### src/rtl/ctrl_frame_capture_if.sv
// Bus bundle for the frame capture block: picosoc iomem read port plus the cfg status/config word.
interface ctrl_frame_capture_if;
  logic        iomem_valid;
  logic        iomem_ready;
  logic [3:0]  iomem_wstrb;
  logic [31:0] iomem_addr;
  logic [31:0] iomem_rdata;
  logic [3:0]  cfg_we;
  logic [31:0] cfg_di;
  logic [31:0] cfg_do;

  modport master (
    output iomem_valid, iomem_wstrb, iomem_addr, cfg_we, cfg_di,
    input  iomem_ready, iomem_rdata, cfg_do
  );

  modport slave (
    input  iomem_valid, iomem_wstrb, iomem_addr, cfg_we, cfg_di,
    output iomem_ready, iomem_rdata, cfg_do
  );
endinterface

### src/rtl/ctrl_frame_capture.sv
// Pulls one control frame at a time from PHY-RX FIFOs 0-3 into a 64 B buffer read by picosoc;
// frames arriving while the CPU still owns the buffer are drained and counted, never stalled.
module ctrl_frame_capture #(
  parameter int BUF_WORDS = 16,
  parameter int DROP_W    = 8
) (
  input  logic       clk,
  input  logic       rst,
  input  logic [7:0] p0_fifo_dout,
  input  logic       p0_fifo_del,
  input  logic       p0_fifo_empty,
  output logic       p0_fifo_rden,
  input  logic [7:0] p1_fifo_dout,
  input  logic       p1_fifo_del,
  input  logic       p1_fifo_empty,
  output logic       p1_fifo_rden,
  input  logic [7:0] p2_fifo_dout,
  input  logic       p2_fifo_del,
  input  logic       p2_fifo_empty,
  output logic       p2_fifo_rden,
  input  logic [7:0] p3_fifo_dout,
  input  logic       p3_fifo_del,
  input  logic       p3_fifo_empty,
  output logic       p3_fifo_rden,
  ctrl_frame_capture_if.slave bus
);

  localparam int BUF_BYTES = BUF_WORDS * 4;
  localparam int WADDR_W   = $clog2(BUF_WORDS);
  localparam int LEN_W     = $clog2(BUF_BYTES) + 1;

  typedef enum logic [1:0] {
    S_IDLE,
    S_RX,
    S_DRAIN,
    S_DONE
  } state_t;

  state_t state, next_state;

  logic [31:0]       buffer [BUF_WORDS];
  logic [LEN_W-1:0]  cnt;
  logic              ovf_cur;
  logic [1:0]        grant;
  logic [1:0]        rr_ptr;
  logic              frame_valid;
  logic              overflow;
  logic              enable;
  logic [3:0]        src_port;
  logic [LEN_W-1:0]  rx_len;
  logic [DROP_W-1:0] drop_cnt;
  logic [3:0]        port_mask;

  logic [7:0] dout  [4];
  logic [3:0] del;
  logic [3:0] empty;
  logic [3:0] rden;
  logic [3:0] cand;
  logic [1:0] pick;
  logic [1:0] idx;
  logic       pop;
  logic       unused_bits;

  assign dout[0] = p0_fifo_dout;
  assign dout[1] = p1_fifo_dout;
  assign dout[2] = p2_fifo_dout;
  assign dout[3] = p3_fifo_dout;
  assign del     = {p3_fifo_del, p2_fifo_del, p1_fifo_del, p0_fifo_del};
  assign empty   = {p3_fifo_empty, p2_fifo_empty, p1_fifo_empty, p0_fifo_empty};

  assign p0_fifo_rden = rden[0];
  assign p1_fifo_rden = rden[1];
  assign p2_fifo_rden = rden[2];
  assign p3_fifo_rden = rden[3];

  assign cand = port_mask & ~empty;
  assign pop  = ~empty[grant];

  assign unused_bits = ^{bus.iomem_wstrb, bus.iomem_addr[31:WADDR_W+2], bus.iomem_addr[1:0],
                         bus.cfg_we[2:1], bus.cfg_di[30:29], bus.cfg_di[27:4]};

  // Round-robin: scan from rr_ptr upward; iterating backwards lets the nearest candidate win.
  always_comb begin
    pick = rr_ptr;
    idx  = '0;
    for (int i = 3; i >= 0; i--) begin
      idx = rr_ptr + 2'(i);
      if (cand[idx]) pick = idx;
    end
  end

  always_comb begin
    next_state = state;
    rden       = '0;
    case (state)
      S_IDLE: begin
        if (|cand) next_state = (enable && !frame_valid) ? S_RX : S_DRAIN;
      end
      S_RX: begin
        rden[grant] = pop;
        if (pop && del[grant]) next_state = S_DONE;
      end
      S_DRAIN: begin
        rden[grant] = pop;
        if (pop && del[grant]) next_state = S_IDLE;
      end
      S_DONE: next_state = S_IDLE;
      default: next_state = S_IDLE;
    endcase
    if (rst) rden = '0;
  end

  always_comb begin
    bus.cfg_do = {frame_valid, (state != S_IDLE), overflow, enable, src_port, 1'b0,
                  7'(rx_len), 8'(drop_cnt), 4'b0000, port_mask};
  end

  always_ff @(posedge clk) begin
    if (rst) begin
      state           <= S_IDLE;
      cnt             <= '0;
      ovf_cur         <= 1'b0;
      grant           <= '0;
      rr_ptr          <= '0;
      frame_valid     <= 1'b0;
      overflow        <= 1'b0;
      enable          <= 1'b0;
      src_port        <= '0;
      rx_len          <= '0;
      drop_cnt        <= '0;
      port_mask       <= '0;
      bus.iomem_ready <= 1'b0;
      bus.iomem_rdata <= '0;
      for (int w = 0; w < BUF_WORDS; w++) buffer[w] <= '0;
    end else begin
      state <= next_state;

      bus.iomem_ready <= bus.iomem_valid && !bus.iomem_ready;
      if (bus.iomem_valid && !bus.iomem_ready)
        bus.iomem_rdata <= buffer[bus.iomem_addr[WADDR_W+1:2]];

      case (state)
        S_IDLE: begin
          if (|cand) begin
            grant   <= pick;
            rr_ptr  <= pick + 2'd1;
            cnt     <= '0;
            ovf_cur <= 1'b0;
          end
        end
        S_RX: begin
          // Byte 0 lands in the top lane, matching the TX buffer packing.
          if (pop) begin
            if (cnt < LEN_W'(BUF_BYTES)) begin
              buffer[cnt[LEN_W-2:2]][{~cnt[1:0], 3'b000} +: 8] <= dout[grant];
              cnt <= cnt + 1'b1;
            end else begin
              ovf_cur <= 1'b1;
            end
          end
        end
        S_DRAIN: begin
          if (pop && del[grant] && drop_cnt != {DROP_W{1'b1}})
            drop_cnt <= drop_cnt + 1'b1;
        end
        S_DONE: begin
          frame_valid <= 1'b1;
          rx_len      <= cnt;
          src_port    <= 4'b0001 << grant;
          overflow    <= ovf_cur;
        end
        default: ;
      endcase

      if (bus.cfg_we[3]) begin
        enable <= bus.cfg_di[28];
        if (bus.cfg_di[31]) begin
          frame_valid <= 1'b0;
          overflow    <= 1'b0;
          rx_len      <= '0;
          src_port    <= '0;
        end
      end
      if (bus.cfg_we[0]) port_mask <= bus.cfg_di[3:0];
    end
  end

endmodule

### src/flat_wrapper.sv
// flat-port wrapper written by rule: the top's interface ports become plain ports
module ctrl_frame_capture_flat 
#(
  parameter int BUF_WORDS = 16,
  parameter int DROP_W    = 8
)
  (clk, rst, p0_fifo_dout, p0_fifo_del, p0_fifo_empty, p0_fifo_rden, p1_fifo_dout, p1_fifo_del, p1_fifo_empty, p1_fifo_rden, p2_fifo_dout, p2_fifo_del, p2_fifo_empty, p2_fifo_rden, p3_fifo_dout, p3_fifo_del, p3_fifo_empty, p3_fifo_rden, bus_iomem_valid, bus_iomem_wstrb, bus_iomem_addr, bus_cfg_we, bus_cfg_di, bus_iomem_ready, bus_iomem_rdata, bus_cfg_do);
  ctrl_frame_capture_if bus_i ();
  input  logic clk;
  input  logic rst;
  input  logic [7:0] p0_fifo_dout;
  input  logic p0_fifo_del;
  input  logic p0_fifo_empty;
  output logic p0_fifo_rden;
  input  logic [7:0] p1_fifo_dout;
  input  logic p1_fifo_del;
  input  logic p1_fifo_empty;
  output logic p1_fifo_rden;
  input  logic [7:0] p2_fifo_dout;
  input  logic p2_fifo_del;
  input  logic p2_fifo_empty;
  output logic p2_fifo_rden;
  input  logic [7:0] p3_fifo_dout;
  input  logic p3_fifo_del;
  input  logic p3_fifo_empty;
  output logic p3_fifo_rden;
  input wire logic [$bits(bus_i.iomem_valid)-1:0] bus_iomem_valid;
  input wire logic [$bits(bus_i.iomem_wstrb)-1:0] bus_iomem_wstrb;
  input wire logic [$bits(bus_i.iomem_addr)-1:0] bus_iomem_addr;
  input wire logic [$bits(bus_i.cfg_we)-1:0] bus_cfg_we;
  input wire logic [$bits(bus_i.cfg_di)-1:0] bus_cfg_di;
  output wire logic [$bits(bus_i.iomem_ready)-1:0] bus_iomem_ready;
  output wire logic [$bits(bus_i.iomem_rdata)-1:0] bus_iomem_rdata;
  output wire logic [$bits(bus_i.cfg_do)-1:0] bus_cfg_do;
  assign bus_i.iomem_valid = bus_iomem_valid;
  assign bus_i.iomem_wstrb = bus_iomem_wstrb;
  assign bus_i.iomem_addr = bus_iomem_addr;
  assign bus_i.cfg_we = bus_cfg_we;
  assign bus_i.cfg_di = bus_cfg_di;
  assign bus_iomem_ready = bus_i.iomem_ready;
  assign bus_iomem_rdata = bus_i.iomem_rdata;
  assign bus_cfg_do = bus_i.cfg_do;
  ctrl_frame_capture #(.BUF_WORDS(BUF_WORDS), .DROP_W(DROP_W)) u_core (.clk(clk), .rst(rst), .p0_fifo_dout(p0_fifo_dout), .p0_fifo_del(p0_fifo_del), .p0_fifo_empty(p0_fifo_empty), .p0_fifo_rden(p0_fifo_rden), .p1_fifo_dout(p1_fifo_dout), .p1_fifo_del(p1_fifo_del), .p1_fifo_empty(p1_fifo_empty), .p1_fifo_rden(p1_fifo_rden), .p2_fifo_dout(p2_fifo_dout), .p2_fifo_del(p2_fifo_del), .p2_fifo_empty(p2_fifo_empty), .p2_fifo_rden(p2_fifo_rden), .p3_fifo_dout(p3_fifo_dout), .p3_fifo_del(p3_fifo_del), .p3_fifo_empty(p3_fifo_empty), .p3_fifo_rden(p3_fifo_rden), .bus(bus_i));
endmodule
### config.mk
export PLATFORM = sky130hd
export DESIGN_NAME = ctrl_frame_capture_flat
export DESIGN_NICKNAME = d
export VERILOG_FILES = /design/src/rtl/ctrl_frame_capture_if.sv /design/src/rtl/ctrl_frame_capture.sv /design/src/flat_wrapper.sv
export SDC_FILE = /design/constraint.sdc
export NUM_CORES = 1
export LEC_CHECK = 0
export CAP_MARGIN = 20
export CORE_MARGIN = 1.5
export CORE_UTILIZATION = 30
export CTS_CLUSTER_DIAMETER = 40
export DETAILED_ROUTE_END_ITERATION = 10
export PLACE_DENSITY_LB_ADDON = 0.3
export REMOVE_ABC_BUFFERS = 1
export SLEW_MARGIN = 20
export SYNTH_ARGS = -nofsm -noshare
export SYNTH_HDL_FRONTEND = slang
export SYNTH_SLANG_ARGS = --single-unit
### constraint.sdc
create_clock -name clk -period 4.7 [get_ports clk]
set_input_delay 1.175 -clock clk [delete_from_list [all_inputs] [get_ports clk]]
set_output_delay 1.175 -clock clk [all_outputs]
set_load 0.02 [all_outputs]
Word level (Yosys, flattened, before mapping)
Memory sizes are Yosys's and may differ from the RTL's. A register that Yosys moved wholly into a read port is not among the register bits.
Cells that the tools add are included.
{ "word_totals": {"register_bits": 41, "ramBits": 512, "wordCells": 124, "n_memories": 1} }
{ "op_classes": {"add_sub_neg": 7, "n_lt_le_gt_ge": 8, "n_eq_ne": 10, "shift": 3, "muxes": 58, "n_bitwise": 6, "reduce_logical": 18} }
{ "mem_list": {"columns": ["memory", "depth", "word_bits", "read_ports", "rd_clocked_by_memory_dff", "write_ports", "line_no", "source"], "rows": [
  ["u_core.buffer", 16, 32, 1, 1, 16, "ctrl_frame_capture.sv:41", "logic [31:0] buffer [BUF_WORDS];"]
]} }
{ "ops": {"columns": ["operator", "count"], "rows": [
  ["32-bit 2-to-1 mux", 3],
  ["7-bit 2-to-1 mux", 6],
  ["32-bit OR reduction", 1],
  ["8-bit by 7-bit variable shift with 32-bit output, first input constant", 1],
  ["8-bit by 7-bit variable part select with 32-bit output", 1],
  ["4-bit 2-to-1 mux", 6],
  ["1-bit 2-to-1 mux", 22],
  ["8-bit binary-select mux with 2-bit select", 1],
  ["2-bit 2-to-1 mux", 8],
  ["8-bit 2-to-1 mux", 2],
  ["2-bit by 3-bit < comparator with 1-bit output, second input constant", 5],
  ["7-bit case mux with 2 select lines", 1],
  ["1-bit binary-select mux with 2-bit select", 6],
  ["8-bit by 1-bit adder with 8-bit output, second input constant", 1],
  ["4-bit bitwise AND", 2],
  ["2-bit by 1-bit != test with 1-bit output, second input constant", 4],
  ["8-bit != test, second input constant", 1],
  ["2-bit case mux with 4 select lines", 1],
  ["4-bit AND reduction", 2],
  ["7-bit by 1-bit adder with 7-bit output, second input constant", 1],
  ["7-bit < comparator, second input constant", 1],
  ["5-bit negation with 7-bit output", 1],
  ["1-bit logical AND", 5],
  ["2-bit by 1-bit adder with 2-bit output, second input constant", 2],
  ["other kinds (20)", 26]
]} }

Logic depth before layout (Yosys ltp)
{ "depth": {"ltp_word": 9, "ltp_mapped": 9} }

Worst setup path after synthesis
No wires, ideal clock.
{ "synth_path": {"path_kind": "input-to-output", "from": "input p3_fifo_empty", "to": "output p1_fifo_rden", "arrival_ns": 2.419, "path_slack_ns": 1.106, "stages": 4, "path_buffers": 0, "path_cell_list": "mux4_2 nor2_1 nand2_1 nor3b_1"} }
{ "synth_between": {"elab_chain_len": 6} }
{ "synth_lines": {"columns": ["item", "line_no", "source"], "rows": [
  ["from (decl)", "flat_wrapper.sv:25", "input logic p3_fifo_empty;"],
  ["1-bit binary-select mux with 2-bit select", "ctrl_frame_capture.sv:77", "assign pop = ~empty[grant];"],
  ["1-bit 2-to-1 mux (implied by the code)", "ctrl_frame_capture.sv:77", null],
  ["1-bit inverter", "ctrl_frame_capture.sv:77", null],
  ["4-bit bitwise AND (no source line)", null, null],
  ["4-bit 2-to-1 mux", null, null],
  ["4-bit 2-to-1 mux", "ctrl_frame_capture.sv:110", "if (rst) rden = '0;"],
  ["to (decl)", "flat_wrapper.sv:18", "output logic p1_fifo_rden;"]
]} }
No other way between the ends. The select of a mux whose other input is x is not followed.

Final worst setup path
Same ends and word-level chain as after synthesis.

==> reports/qor.yml <==
run_status:
  status: "completed"
grt:
  grt_pass1_wl_mm: 101
  grt_pass1_vias: 16500
  grt_max_degree: 93
  grt-ovfl-total: 0
  grt_use_total_pct: 15.7
  antenna_found_initial: 0
cells_and_area:
  final_common_cell: "nor2_1"
  layout.cells.non_filler: 3241
  drive_gt1_share_pct: 18.0
  mostFrequentLayoutCells: "nor2_1 (591), edfxtp_1 (512), mux4_2 (132), clkdlybuf4s50_1 (114), clkbuf_16 (91)"
  syn_to_final_growth_pct: 21.4
  n_fill_cell: 8087
  fin_nets: 2149
  antenna_cells: 0
place:
  io_buffers: 118
  place_congestion: 0.790
  hpwl_mm: 44.0
  dp_cells: 3082
  pre_cts_slack_ns: 0.304
yosys:
  yosys_warnings: 0
  synth_cell_types: 46
  ys_ff_latch: 585
  syn-cell-area_sq_um: 25700
  synth_edf_count: 512
  syn_area_per_cell_sq_um: 13.6
  synth_cells: 1892
  ys.flop_type: "edfxtp_1"
  async_flop_share_pct: 0
  yosysSeqAreaShare_pct: 65.6
die:
  start_util_pct: 30.2
  ioPinCount: 184
  die_y_um: 295
  num_rows: 107
  die_w_um: 295
  die_area_sq_um: 87300
  core_sq_um: 85000
sta:
  relSlewSlack_pct: 23.3
  fin_hold_ws_ns: 0.477
  hold_viol: 0
  rsz0062_at_grt: "false"
  period_minus_slack_ns: 4.37
  finalSetupViolCount: 0
  skew_ns: 0.0237
  fin_crit_sh_pct: 92.9
  tns_ns: 0
  worst_slack_ns: 0.332
  worst_pin_slew_ns: 1.15
  final-max-slew-violation-count: 0
  clock.fmax_mhz: 229
power:
  peakVddDrop_v: 0.000272
  leakagePower_uw: 0.0104
  powerDensity_nw_per_um2: 444
routing:
  viasPerCell: 4.84
  firstDrtPassIters: 5
  ant_nets: 0
  wl_per_cell_um: 21.0
  remaining_drc_errors: 0
  vias: 15700
  totalWireLength_mm: 68.1
  drt-initial-drc-count: 1253
cts:
  cts_max_level: 3
  worstSkewPairLatency_ns: 0.62
  tritoncts: "yes"
  cts_root_buffer: "clkbuf_16"
  post_cts_buffers: 0
  path_clk_slew_ns: 0.05
  clock_sinks: 585
  cts_max_path_buffers: 3
  cts_hold_buf: 0
  cts_resized: 0
  cts_buffers: 85
worst_setup_path:
  crit_top_cell: "clkdlybuf4s50_1"
  critPathSlowestCell: "clkdlybuf4s50_1"
  critical_path_arrival_ns: 3.19
  startpoint_type: "input port"
  crit_family: "buffers and inverters"
  worstPathRequired_ns: 3.52
  cp.buffers_inverters: 2
  path_class: "in -> out"
  endpoint_kind: "output port"
  max_stage_delay_ns: 0.64
  cp_max_fo: 4
  crit_chain: "clkdlybuf4s50_1 -> mux4_2 -> nor2_1 -> nand2_1 -> nor3b_1 -> clkdlybuf4s50_1"
hold_path:
  worstHoldPathType: "reg -> reg"
job:
  max_cap_viol_count: 0
flip-flops by register name, summed over array words and instances (netlist names), 2 cells and up:
name and cells:
u_core.buffer 512, u_core.bus.iomem_rdata 32, u_core.drop_cnt 8, u_core.cnt 7, u_core.rx_len 7, u_core.port_mask 4
u_core.src_port 4, u_core.grant 2, u_core.rr_ptr 2, u_core.state 2
worst min-delay path, cell delays in order (launching register included):
cell and delay (ns):
dfxtp_1 0.31, nand2b_1 0.06, a21oi_1 0.06
cell usage after synthesis, types with 2 or more instances:
| master | n | area (sq um) |
|---|---|---|
| nor2_1 | 591 | 2220 |
| edfxtp_1 | 512 | 15400 |
| mux4_2 | 132 | 2970 |
| clkbuf_1 | 81 | 304 |
| mux2i_1 | 78 | 781 |
| nand2b_1 | 78 | 488 |
| dfxtp_1 | 73 | 1460 |
| nand2_1 | 69 | 259 |
| a21oi_1 | 51 | 255 |
| nand2_2 | 40 | 250 |
| o21ai_0 | 39 | 195 |
| buf_2 | 19 | 95.1 |
| nor3_1 | 13 | 65.1 |
| inv_1 | 12 | 45.0 |
| buf_4 | 11 | 82.6 |
| ha_1 | 9 | 113 |
| xnor2_1 | 8 | 70.1 |
| buf_1 | 7 | 26.3 |
| nand3_1 | 7 | 35.0 |
| and2_1 | 6 | 37.5 |
| mux4_1 | 6 | 158 |
| nor4_1 | 6 | 37.5 |
| or3_1 | 6 | 37.5 |
| nor2b_1 | 4 | 25.0 |
| buf_6 | 3 | 33.8 |
| nor3b_1 | 3 | 22.5 |
| a211oi_1 | 2 | 15.0 |
| a21o_1 | 2 | 15.0 |
| a22oi_1 | 2 | 15.0 |
| and3_1 | 2 | 12.5 |
| nand3b_1 | 2 | 15.0 |
| nand4_1 | 2 | 12.5 |
| o21a_1 | 2 | 15.0 |
| o31ai_1 | 2 | 15.0 |
kinds of logic after synthesis:
kind of cell	count (synthesis)	share of synthesized area, %
and+or+nand+nor	831	13.8
DFF	585	65.6
muxes	217	15.3
buffers and inverters	133	2.29
AOI/OAI and AO/OA	108	2.31
adders and majority gates	9	0.439
xor gates and xnor gates	8	0.273
other	1	0.0146
layer usage:
layer | wire length (um) | vias to the layer above | GRT usage [%]
met3 | 4630 | 107 | 3.48
met5 | 0 | - | 0
li1 | - | 7128 | -
met4 | 1770 | 0 | 5.48
met2 | 33800 | 503 | 26.9
met1 | 27800 | 7942 | 19.4
power by group:
group | total [uW] | switching, uW | leakage (uW) | internal [uW]
Sequential | 5920 | 86.7 | 0.00588 | 5840
Clock | 6610 | 2480 | 0.00144 | 4120
Combinational | 1300 | 851 | 0.00311 | 445
metrics by stage:
step                util [%]  total power (uW)  area, sq um
finish                  36.7             13800        31200
global route            36.7             14200        31200
CTS                     36.6             13900        31100
detailed placement      33.1              7330        28100
global placement        33.1              7300        28100
floorplan                  -              6730        25100
area by class of cell:
class	instances	area [sq um]	area share (%)
Multi-Input combinational cell	1178	8290	26.6
Clock buffer	105	2350	7.54
Tap cell	1144	1430	4.59
Sequential cell	585	16800	54.0
Clock inverter	54	646	2.07
Inverter	12	45.0	0.145
Timing Repair Buffer	163	1570	5.02
worst paths after layout:
check / from / end / slack, ns / depth (start not counted)
worst min register to register: u_core.src_port[3] / u_core.src_port[3] / 0.48 / 2
worst min-delay path: u_core.src_port[3] / u_core.src_port[3] / 0.48 / 2
worst max-delay path: p3_fifo_empty / p1_fifo_rden / 0.33 / 6
worst max register to register: u_core.cnt[2] / u_core.buffer[7][21] / 1.65 / 4
Power figures use the tool's default switching activity.
